<file path="config.mk">
export PLATFORM = sky130hd
export DESIGN_NAME = exec_hazard_ctrl
export DESIGN_NICKNAME = d
export VERILOG_FILES = /design/src/rtl/exec_hazard_ctrl.sv
export SDC_FILE = /design/constraint.sdc
export NUM_CORES = 1
export LEC_CHECK = 0
export CAP_MARGIN = 20
export CORE_UTILIZATION = 31
export CTS_CLUSTER_DIAMETER = 80
export CTS_CLUSTER_SIZE = 10
export DETAILED_ROUTE_END_ITERATION = 16
export GPL_TIMING_DRIVEN = 0
export MAX_ROUTING_LAYER = met4
export PLACE_DENSITY = 0.62
export SYNTH_ARGS = -nofsm -noshare
export SYNTH_HDL_FRONTEND = slang
export SYNTH_SLANG_ARGS = --single-unit
</file>
<file path="constraint.sdc">
create_clock -name clk_i -period 2.59 [get_ports clk_i]
set_input_delay 0.518 -clock clk_i [delete_from_list [all_inputs] [get_ports clk_i]]
set_output_delay 0.518 -clock clk_i [all_outputs]
set_load 0.05 [all_outputs]
</file>
<file path="src/rtl/exec_hazard_ctrl.sv">
// Pipeline hazard controller: load-use stalls, taken-branch flushes and
// whole-pipe freezes on data-memory backpressure, with saturating event counters.
module exec_hazard_ctrl #(
    parameter int unsigned FLUSH_CYCLES = 1,
    parameter int unsigned CNT_W        = 32
) (
    input  logic             clk_i,
    input  logic             reset_i,
    input  logic [4:0]       rs1_d,
    input  logic [4:0]       rs2_d,
    input  logic             uses_rs1_d,
    input  logic             uses_rs2_d,
    input  logic [4:0]       rd_x,
    input  logic             memread_x,
    input  logic             regwrite_x,
    input  logic             branch_taken_x,
    input  logic             mem_busy_i,
    output logic             stall_f_o,
    output logic             stall_d_o,
    output logic             stall_x_o,
    output logic             bubble_x_o,
    output logic             flush_d_o,
    output logic [1:0]       state_o,
    output logic [CNT_W-1:0] stall_count_o,
    output logic [CNT_W-1:0] flush_count_o
);

    typedef enum logic [1:0] {
        RUN        = 2'd0,
        LOAD_STALL = 2'd1,
        FLUSH      = 2'd2
    } state_t;

    localparam logic [2:0] FLUSH_INIT = 3'(FLUSH_CYCLES - 1);

    state_t     state, state_next;
    logic [2:0] flush_cnt, flush_cnt_next;
    logic       load_use;
    logic       stall_f, stall_d, stall_x, bubble_x, flush_d;
    logic       branch_accept;

    assign load_use = memread_x & regwrite_x & (rd_x != 5'd0) &
                      ((uses_rs1_d & (rs1_d == rd_x)) | (uses_rs2_d & (rs2_d == rd_x)));

    always_ff @(posedge clk_i or negedge reset_i) begin
        if (!reset_i) begin
            state     <= RUN;
            flush_cnt <= '0;
        end else begin
            state     <= state_next;
            flush_cnt <= flush_cnt_next;
        end
    end

    always_comb begin
        state_next     = state;
        flush_cnt_next = flush_cnt;
        stall_f        = 1'b0;
        stall_d        = 1'b0;
        stall_x        = 1'b0;
        bubble_x       = 1'b0;
        flush_d        = 1'b0;
        branch_accept  = 1'b0;
        if (mem_busy_i) begin
            stall_f = 1'b1;
            stall_d = 1'b1;
            stall_x = 1'b1;
        end else begin
            case (state)
                LOAD_STALL: state_next = RUN;
                FLUSH: begin
                    flush_d        = 1'b1;
                    bubble_x       = 1'b1;
                    flush_cnt_next = flush_cnt - 3'd1;
                    if (flush_cnt <= 3'd1) state_next = RUN;
                end
                // RUN, and the unused encoding 3 which recovers as RUN
                default: begin
                    state_next = RUN;
                    if (branch_taken_x) begin
                        flush_d       = 1'b1;
                        bubble_x      = 1'b1;
                        branch_accept = 1'b1;
                        if (FLUSH_CYCLES > 1) begin
                            state_next     = FLUSH;
                            flush_cnt_next = FLUSH_INIT;
                        end
                    end else if (load_use) begin
                        stall_f    = 1'b1;
                        stall_d    = 1'b1;
                        bubble_x   = 1'b1;
                        state_next = LOAD_STALL;
                    end
                end
            endcase
        end
    end

    always_ff @(posedge clk_i or negedge reset_i) begin
        if (!reset_i) begin
            stall_count_o <= '0;
            flush_count_o <= '0;
        end else begin
            if (stall_d && (stall_count_o != '1)) stall_count_o <= stall_count_o + 1'b1;
            if (branch_accept && (flush_count_o != '1)) flush_count_o <= flush_count_o + 1'b1;
        end
    end

    // Outputs are forced quiet while reset is held, even if inputs still request action.
    assign stall_f_o  = reset_i & stall_f;
    assign stall_d_o  = reset_i & stall_d;
    assign stall_x_o  = reset_i & stall_x;
    assign bubble_x_o = reset_i & bubble_x;
    assign flush_d_o  = reset_i & flush_d;
    assign state_o    = state;

endmodule
</file>
==> flow_summary.toml <==
[floorplan]
ios = 94
die_y_um = 107.0
std_cell_rows = 37
core_sq_um = 10510
die_area_sq_um = 11450
die_x_um = 107.0
start_util = 0.3253

[critical_path]
cp-end-kind = "flip-flop"
critPathKind = "in -> reg"
worstPathMaxFanout = 3
worstPathRequired_ns = 2.79
crit-reg2reg-launch = "stall_count_o[0]$_DFFE_PN0P_"
startpoint_type = "primary input"
arrival_ns = 2.74
startpoint = "rd_x[2]"

[placed_design]
port_buffers = 92
dpl-instance-area_sq_um = 4523
dp_slack_ns = -1.088
hpwl_mm = 5.694
gp_congestion = 0.8018
dp.cells = 538

[synth]
synth-main-ff-cell = "dfrtp_1"
yosysTopAreaCell = "dfrtp_1"
syn-instance-count = 310
syn-num-nets = 335
synth_top_cells_by_area = "dfrtp_1 48%, xnor2_1 12%, xor2_1 6.1%"
ys_ff_latch = 65
synthTopCellsByCount = "65 x dfrtp_1, 48 x xnor2_1, 27 x nand2_1, 24 x xor2_1, 21 x nand3_1"
yosys_warnings = 0
yosysMostFrequentCell = "dfrtp_1"
synth.avg_cell_area_sq_um = 11.03
synth-edff-count = 0
ys_seq_area_frac = 0.4758
synth_top_area_frac = 0.4758
synth.cell_area_sq_um = 3418
ys_async_sr_fraction = 1.000
yosysUniqueCellTypes = 47

[timing]
setup_viol = 0
fin_skew_ns = 0.009087
fin_crit_sh = 0.9773
tightestPinTransition_ns = 0.6760
timing.fmax_mhz = 395.0
hold_viol_final = 0
slew_headroom = 0.5458
setup_ws_ns = 0.05867
slew_viol_final = 0
period_minus_slack_ns = 2.531
timing.hold.ws_ns = 0.1797

[clocking]
clk_latency_ns = 0.33
numCtsBuffers = 9
h-tree-depth = 3
cts_buffer_depth = 2
cts_tree = "yes"
cts.reportedPaths.clkPinSlew_ns = 0.07
cts_sinks = 65
root_buffer = "clkbuf_8"

[drt]
drt_iter0_markers = 143
dr_total_vias = 2760
drt-total-wl_mm = 8.235
wl_per_cell_um = 14.47
dr.pass1.iters = 4
postRouteAntennaNets = 0
viasPerCell = 4.851
route.detailed.drc = 0

[layout]
insertedDiodeCount = 0
utilization = 0.4690
layout-drive-gt1-share = 0.2102
area_growth_pct = 44.18
nets = 453
finalInstanceArea_sq_um = 4928
fin_cells = 569

[global_route]
antenna_found_initial = 0
grt.total_usage = 0.1562
grt_max_degree = 70
gr-total-overflow = 0
grt_pass1_vias = 2757
grt_pass1_wl_mm = 13.71

[power_and_ir_drop]
leakage_uw = 0.002167
peakVddDrop_uv = 531.2
power_density_nw_per_um2 = 610.7

[run]
maxCapViolations = 0

[run_status]
status = "finished, final reports clean"

[hold_path]
hold_path.class = "in -> async"
==> flip-flops by register name, indices dropped and copies added, names as in the netlist <==
register,count
stall_count_o,32
state_o,1
flush_count_o,32
==> repair_timing <==
item                       CTS  global route
setup buffers               17             0
hold buffers                 0             0
setup endpoints to repair    5             3
resized for setup           90             8
pin swaps                   20            10
==> critical path: stages <==
cell	delay [ns]
buf_8	0.10
or4_4	0.52
o211ai_1	0.22
nor2_1	0.11
buf_4	0.14
buf_4	0.12
buf_4	0.12
buf_4	0.12
buf_6	0.10
buf_6	0.10
buf_4	0.11
buf_4	0.12
buf_4	0.12
buf_6	0.10
nand2_2	0.06
o21ai_2	0.04
==> through the flow <==
stage,TNS [ns],power [uW]
finish,0,3010
global route,-0.009589,3166
CTS,-0.06401,3060
detailed placement,-8.184,2050
global placement,-107.08,2042
floorplan,0,1736
==> cell usage in the layout, fill, tap and decap left out, types with 3 or more instances in the layout <==
cell type / n
nor3_1: 3
xor2_1: 19
buf_2: 7
dlygate4sd2_1: 5
and4_1: 8
clkbuf_8: 10
clkdlybuf4s50_1: 71
clkbuf_1: 3
xnor2_1: 48
dfrtp_1: 65
buf_6: 9
inv_1: 4
nand2_1: 26
and2_1: 7
nor2_1: 10
nand3_1: 21
xor2_2: 5
and4_4: 3
buf_4: 14
nor2_2: 3
buf_8: 3
and3_2: 3
nand4_1: 18
and3_1: 19
and2_4: 3
==> cell families after synthesis <==
logic type / Yosys count / share of synthesized area
xor gates and xnor gates: 72 / 0.1845
other: 1 / 0.001097
DFF: 65 / 0.4758
buffers and inverters: 13 / 0.02379
adders and majority gates: 2 / 0.007319
AOI/OAI and AO/OA: 10 / 0.02745
muxes: 2 / 0.006588
and+or+nand+nor: 145 / 0.2734
==> layer usage <==
layer  vias up  routed length, um  GRT usage
met4         0                 81    0.04110
li1       1319                  -          -
met1      1356               3791     0.2031
met5         -                  0          -
met3         9                368    0.03708
met2        76               3993     0.2447
==> worst paths after layout <==
kind / depth (start not counted) / slack, ns / end
worst min-delay path: 1 / 0.18 / stall_count_o[19]$_DFFE_PN0P_
worst max-delay path: 16 / 0.06 / state_o[0]$_DFFE_PN0N_
worst max register to register: 9 / 0.25 / stall_count_o[20]$_DFFE_PN0P_
worst min register to register: 1 / 0.49 / flush_count_o[19]$_DFFE_PN0P_
min in group clk_i: 1 / 0.49 / flush_count_o[19]$_DFFE_PN0P_
max in group asynchronous: 1 / 1.98 / flush_count_o[28]$_DFFE_PN0P_
==> report_power, final <==
| group | switching (uW) | internal, uW | leakage, uW | total (uW) |
|---|---|---|---|---|
| Clock | 395 | 567 | 0.000113 | 963 |
| Combinational | 510 | 303 | 0.00117 | 813 |
| Sequential | 130 | 1100 | 0.000889 | 1230 |
==> layout make-up <==
class / count / area (sq um)
clock buffers: 11 / 141.4
inverters: 4 / 15.01
multi-input cells: 232 / 1807
flip-flops and latches: 65 / 1627
repair buffers: 108 / 1031
fillers: 1010 / 5580
well taps: 136 / 170.2
clock inverters: 5 / 78.83
plain buffers: 8 / 58.81
No activity file was read; power rests on OpenSTA's default activity.
